### config.mk
export PLATFORM = sky130hd
export DESIGN_NAME = fifo_uart_tx
export DESIGN_NICKNAME = d
export VERILOG_FILES = /design/src/rtl/fifo_uart_tx.sv
export SDC_FILE = /design/constraint.sdc
export NUM_CORES = 1
export LEC_CHECK = 0
export ABC_AREA = 0
export ABC_CLOCK_PERIOD_IN_PS = 4059
export CORE_MARGIN = 5
export CORE_UTILIZATION = 55
export CTS_CLUSTER_SIZE = 12
export DETAILED_ROUTE_END_ITERATION = 8
export PLACE_DENSITY = 0.88
export SLEW_MARGIN = 40
export SYNTH_ARGS = -nofsm -noshare
export SYNTH_HDL_FRONTEND = slang
export SYNTH_SLANG_ARGS = --single-unit
### constraint.sdc
create_clock -name i_clk -period 4.06 [get_ports i_clk]
set_input_delay 0.406 -clock i_clk [delete_from_list [all_inputs] [get_ports i_clk]]
set_output_delay 0.406 -clock i_clk [all_outputs]
set_load 0.005 [all_outputs]
### src/rtl/fifo_uart_tx.sv
// ---------------------------------------------------------------------------
// fifo_uart_tx
//
// Purpose:
//    UART transmitter that drains a show-ahead FIFO. Each frame is one start
//    bit (0), g_WIDTH data bits sent LSB first, and one stop bit (1). Every
//    bit is held for g_CLKS_PER_BIT clock cycles. A word is popped either
//    while idle or on the final cycle of a stop bit. That second case lets
//    frames run back-to-back with no idle gap between them.
//
// Parameters:
//    g_WIDTH        - data bits per frame (5..9)
//    g_CLKS_PER_BIT - i_clk cycles per serial bit period (>= 2)
//
// Ports:
//    i_clk          - single clock, rising-edge active
//    i_rst          - asynchronous, active-high reset
//    i_enable       - permits new frames to start while high
//    i_fifo_empty   - upstream FIFO empty flag
//    i_fifo_rd_data - upstream FIFO head word (valid while not empty)
//    o_fifo_rd_en   - pops one FIFO word in each cycle it is high
//    o_tx_serial    - registered UART line, idle-high
//    o_tx_active    - registered, high while a frame is on the line
//    o_tx_done      - registered, one-cycle pulse on the last stop-bit cycle
// ---------------------------------------------------------------------------
module fifo_uart_tx #(
   parameter int g_WIDTH        = 8,
   parameter int g_CLKS_PER_BIT = 87
) (
   input  logic               i_clk,
   input  logic               i_rst,
   input  logic               i_enable,
   input  logic               i_fifo_empty,
   input  logic [g_WIDTH-1:0] i_fifo_rd_data,
   output logic               o_fifo_rd_en,
   output logic               o_tx_serial,
   output logic               o_tx_active,
   output logic               o_tx_done
);

   localparam int CNT_W = $clog2(g_CLKS_PER_BIT);
   localparam int IDX_W = $clog2(g_WIDTH);

   localparam logic [CNT_W-1:0] CNT_LAST = CNT_W'(g_CLKS_PER_BIT - 1);
   localparam logic [CNT_W-1:0] CNT_ZERO = '0;
   localparam logic [CNT_W-1:0] CNT_ONE  = CNT_W'(1);
   localparam logic [IDX_W-1:0] IDX_LAST = IDX_W'(g_WIDTH - 1);
   localparam logic [IDX_W-1:0] IDX_ZERO = '0;
   localparam logic [IDX_W-1:0] IDX_ONE  = IDX_W'(1);

   typedef enum logic [1:0] {
      IDLE,
      START_BIT,
      DATA_BITS,
      STOP_BIT
   } state_t;

   state_t             state;
   state_t             state_next;
   logic [CNT_W-1:0]   bit_cnt;
   logic [CNT_W-1:0]   bit_cnt_next;
   logic [IDX_W-1:0]   bit_idx;
   logic [IDX_W-1:0]   bit_idx_next;
   logic [g_WIDTH-1:0] shift_reg;
   logic [g_WIDTH-1:0] shift_next;
   logic               serial_next;
   logic               active_next;
   logic               done_next;
   logic               bit_end;
   logic               pop;

   // The final cycle of any bit period. This is where the state moves on, or
   // where the next data bit is selected.
   assign bit_end = (bit_cnt == CNT_LAST);

   // The pop strobe is combinational. This lets the FIFO head be captured on
   // the same edge that starts the frame. Gating with i_rst keeps the strobe
   // low during reset, even though the state is already IDLE then. The
   // empty flag is also part of the gate, so an empty FIFO is never popped.
   assign pop = !i_rst && i_enable && !i_fifo_empty &&
                ((state == IDLE) || ((state == STOP_BIT) && bit_end));

   assign o_fifo_rd_en = pop;

   // Next-state logic. Defaults hold every register. Each state then only
   // describes its own changes. Once a word has been captured into
   // shift_reg, the frame runs to completion on that copy. For this reason
   // later changes on i_enable or the FIFO pins cannot disturb the frame.
   // Those inputs only matter at the decision points (IDLE and the last
   // STOP_BIT cycle).
   always_comb begin
      state_next   = state;
      bit_cnt_next = bit_cnt;
      bit_idx_next = bit_idx;
      shift_next   = shift_reg;

      unique case (state)
         IDLE: begin
            bit_cnt_next = CNT_ZERO;
            bit_idx_next = IDX_ZERO;
            if (pop) begin
               shift_next = i_fifo_rd_data;
               state_next = START_BIT;
            end
         end

         START_BIT: begin
            if (bit_end) begin
               bit_cnt_next = CNT_ZERO;
               bit_idx_next = IDX_ZERO;
               state_next   = DATA_BITS;
            end else begin
               bit_cnt_next = bit_cnt + CNT_ONE;
            end
         end

         // The shift register moves right at each data-bit boundary. This
         // keeps the bit on the line at shift_reg[0]. No variable-index mux
         // is needed.
         DATA_BITS: begin
            if (bit_end) begin
               bit_cnt_next = CNT_ZERO;
               if (bit_idx == IDX_LAST) begin
                  bit_idx_next = IDX_ZERO;
                  state_next   = STOP_BIT;
               end else begin
                  bit_idx_next = bit_idx + IDX_ONE;
                  shift_next   = {1'b0, shift_reg[g_WIDTH-1:1]};
               end
            end else begin
               bit_cnt_next = bit_cnt + CNT_ONE;
            end
         end

         // On the last stop cycle, a pop chains straight into the next start
         // bit. Back-to-back frames therefore have no idle cycle between
         // them.
         STOP_BIT: begin
            if (bit_end) begin
               bit_cnt_next = CNT_ZERO;
               if (pop) begin
                  shift_next = i_fifo_rd_data;
                  state_next = START_BIT;
               end else begin
                  state_next = IDLE;
               end
            end else begin
               bit_cnt_next = bit_cnt + CNT_ONE;
            end
         end

         default: begin
            state_next   = IDLE;
            bit_cnt_next = CNT_ZERO;
            bit_idx_next = IDX_ZERO;
         end
      endcase
   end

   // The outputs are registered. Their next values come from the next state,
   // so each registered output lines up exactly with the state it describes.
   // The line carries the start bit, the current data bit, or the idle/stop
   // high level. o_tx_done marks the final cycle of the stop bit. Because it
   // is derived from the stop-bit count, a frame cut short by reset can
   // never produce a done pulse.
   always_comb begin
      serial_next = 1'b1;
      active_next = 1'b0;
      done_next   = 1'b0;

      unique case (state_next)
         IDLE: begin
            serial_next = 1'b1;
         end
         START_BIT: begin
            serial_next = 1'b0;
            active_next = 1'b1;
         end
         DATA_BITS: begin
            serial_next = shift_next[0];
            active_next = 1'b1;
         end
         STOP_BIT: begin
            serial_next = 1'b1;
            active_next = 1'b1;
            done_next   = (bit_cnt_next == CNT_LAST);
         end
         default: begin
            serial_next = 1'b1;
         end
      endcase
   end

   // State, counters and data registers. Reset is asynchronous, so the FSM
   // returns to IDLE the instant i_rst rises, whatever the clock is doing.
   // Any word captured mid-frame is simply dropped.
   always_ff @(posedge i_clk or posedge i_rst) begin
      if (i_rst) begin
         state     <= IDLE;
         bit_cnt   <= CNT_ZERO;
         bit_idx   <= IDX_ZERO;
         shift_reg <= '0;
      end else begin
         state     <= state_next;
         bit_cnt   <= bit_cnt_next;
         bit_idx   <= bit_idx_next;
         shift_reg <= shift_next;
      end
   end

   // Output registers share the same asynchronous reset. The line therefore
   // goes high, and active/done go low, immediately on reset.
   always_ff @(posedge i_clk or posedge i_rst) begin
      if (i_rst) begin
         o_tx_serial <= 1'b1;
         o_tx_active <= 1'b0;
         o_tx_done   <= 1'b0;
      end else begin
         o_tx_serial <= serial_next;
         o_tx_active <= active_next;
         o_tx_done   <= done_next;
      end
   end

endmodule

==> key figures <==
Placed design
  • Port buffer count: 15
  • Placement Setup Slack: 1.375 ns
  • Final HPWL DP: 2422 microns
  • GPL Wtd Cong: 0.9342

Die
  • Die height: 63.37 microns
  • Starting density of the core: 0.5730
  • Die footprint: 4016 sq um
  • Row Count: 19
  • Die X: 63.37 microns
  • Core ar.: 2734 sq um
  • I/O Pins: 16

Synthesis
  • Yosys warns: 0
  • Synth Register Bits: 23
  • Synth cell types: 48
  • Sequential fraction of the synthesis area: 0.3682
  • Syn nets: 177
  • Post-synth EDFFs: 0
  • Average cell area after synthesis: 10.31 sq um
  • Most frequent cell after synthesis: dfrtp_1
  • Syn Inst Count: 152
  • Synth Flop Type: dfrtp_1
  • Syn Std Cell Area: 1567 sq um
  • Async set-or-reset flop fraction in the synthesized netlist: 1.000
  • Post-synth top cells: 22 x dfrtp_1, 15 x inv_1, 13 x ha_1
  • Cell taking the most area after synthesis: dfrtp_1
  • Top cells by area, synth: dfrtp_1 35%, ha_1 10%, o32ai_1 4.5%
  • Top-area cell type share of the netlist area: 0.3514

Routing
  • Via density: 6.364
  • Iteration-0 DRC Markers: 73
  • Via count: 1241
  • Wire per inst: 16.57 microns
  • Drt pass-1 iters: 4
  • Detail Route Antenna Nets: 0
  • Final WL: 3231 microns
  • DRC: 0

Global routing
  • First-pass GRT wire length: 5471 microns
  • Vias in the first global route: 1207
  • Total track usage: 0.1659
  • Initial antenna violation count: 0
  • Gr ovfl total: 0
  • Largest net degree at the start of global routing: 24

Worst setup path
  • Crit Path Category: register to register
  • WP data arrival: 2.98 ns
  • CP Launch Point: bit_cnt[0]
  • Cells on worst reg2reg path: 8
  • Worst Setup EP: o_tx_serial
  • Reg2reg start: bit_cnt[0]
  • CP max stage delay: 0.52 ns
  • R2r setup slk: 1.33 ns
  • CP required: 4.32 ns
  • Critical Path End Type: register
  • Worst Path Max Fanout: 12
  • Slowest cell on crit path: o32ai_1
  • Sequence of cells on the critical path: inv_1 > ha_1 > nand2_1 > nor2_2 > nor2b_1 > o32ai_1 > ha_1 > o31a_1
  • CP Launch Type: register
  • Worst path most repeated cell: ha_1
  • R2R Path End: o_tx_serial

Timing
  • Setup TNS: 0 ns
  • Final setup fails: 0
  • Worst Skew: 0.006184 ns
  • Max-slew violations: 0
  • Slack of the critical path: 1.332 ns
  • Slew headroom: 0.6235
  • Hold Vio Cnt, Final: 0
  • RSZ-0062 raised after global routing: no
  • Worst-margin pin slew: 0.5641 ns
  • Fmax achieved: 0.3666 GHz
  • Period minus WS final: 2.728 ns
  • Part of the cycle the worst path needs: 0.6719

Clock tree
  • Total CTS buffers: 3
  • Hold-fix buffers, CTS: 0
  • Cts repair resizes: 0
  • Root buf cell: clkbuf_4
  • Max Root-Sink Buffers: 2
  • # clock sinks: 23
  • CTS tree: done
  • Setup bufs post-CTS: 0
  • Clock latency on the worst-skew pair: 0.31 ns
  • CTS H-tree lvls: 1
  • Clock transition at path regs: 0.13 ns

Run status
  • Outcome: finished, final reports clean

Power and ir drop
  • Max VDD drop: 304.4 uV
  • Leakage: 0.6710 nW
  • PD cells: 405.0 nW/um^2

Cells and area
  • Share of layout cells above drive strength 1: 0.1098
  • Final nets: 190
  • Post-layout util: 0.6339
  • Largest register FFs: 8
  • ANT cells: 0
  • Area Overhead vs Synth: 10.62%

Job
  • Number of max-cap violations: 0

Min path
  • Min-Delay Path Class: input port to asynchronous set/reset pin
## worst min path at each step
stage | endpoint | slack [ns] | depth (start not counted)
global route | bit_idx[2] | 0.53 | 2
CTS | bit_cnt[0] | 0.50 | 2
detailed placement | bit_idx[2] | 0.52 | 1
global placement | bit_cnt[0] | 0.50 | 1
floorplan | bit_cnt[0] | 0.41 | 1
finish | bit_cnt[3] | 0.49 | 2
## critical path, delay by kind of cell (launching register included)
kind	cells	cell delay, ns
AOI/OAI and AO/OA	2	0.83
and+or+nand+nor	3	0.77
adders and majority gates	2	0.53
DFF	1	0.45
buffers and inverters	1	0.10
## layout make-up
class	count	area, sq um
fill	221	1001
multi-input combinational	106	875.8
sequential	23	576.8
timing repair buffer	16	157.7
inverter	15	56.30
tap	31	38.79
clock buffer	3	22.52
clock inverter	1	5.005
## power breakdown
part	internal (mW)	total [mW]	switching (mW)
Combinational	0.123	0.289	0.166
Clock	0.0368	0.106	0.0694
Sequential	0.275	0.306	0.0315
Total	0.435	0.702	0.267
## metal layers
| layer | routed length (microns) | track usage | vias up |
|---|---|---|---|
| met1 | 1420 | 0.2108 | 602 |
| met3 | 137 | 0.03908 | 6 |
| met2 | 1633 | 0.2817 | 36 |
| met5 | 0 | 0 | - |
| met4 | 40 | 0.04156 | 0 |
| li1 | - | - | 597 |
## logic make-up (layout without fill, tap and decap cells)
group | count (synthesis) | count (layout) | share of synthesized area
AO/OA/AOI/OAI | 44 | 44 | 0.2412
AND/OR/NAND/NOR | 41 | 41 | 0.1661
flip-flops | 23 | 23 | 0.3682
buffers and inverters | 23 | 35 | 0.07268
adder cells (fa/ha/maj) | 13 | 13 | 0.1038
XOR/XNOR | 4 | 4 | 0.02237
multiplexers | 4 | 4 | 0.02556
## placed cells by master, fill, tap and decap left out, drive strengths merged, types with 2 or more instances in the layout
cell,netlist,final
a221oi,2,2
o32ai,8,8
a32oi,7,7
inv,15,15
xor2,2,2
or3,2,2
clkbuf,3,3
a21oi,3,3
clkdlybuf4s50,0,15
nand4b,2,2
mux2i,4,4
and2b,2,2
o2bb2ai,4,4
nand2,4,4
ha,13,13
nand3,4,4
a31oi,2,2
and4b,2,2
dfrtp,22,22
a2bb2oi,2,2
o31ai,2,2
o21ai,7,7
nor2,10,10
nor3,8,8
xnor2,2,2
## per-stage QoR
| stage | hold slack [ns] | std cells | total power [mW] | cell area, sq um |
|---|---|---|---|---|
| floorplan | 0.4072 | 152 | 0.5208 | 1567 |
| global placement | 0.4967 | 191 | 0.5832 | 1705 |
| detailed placement | 0.5164 | 191 | 0.5996 | 1705 |
| CTS | 0.4962 | 195 | 0.7058 | 1733 |
| global route | 0.5287 | 195 | 0.7502 | 1733 |
| finish | 0.4881 | 195 | 0.7018 | 1733 |
Note: power is estimated with default switching activity, not from simulation.
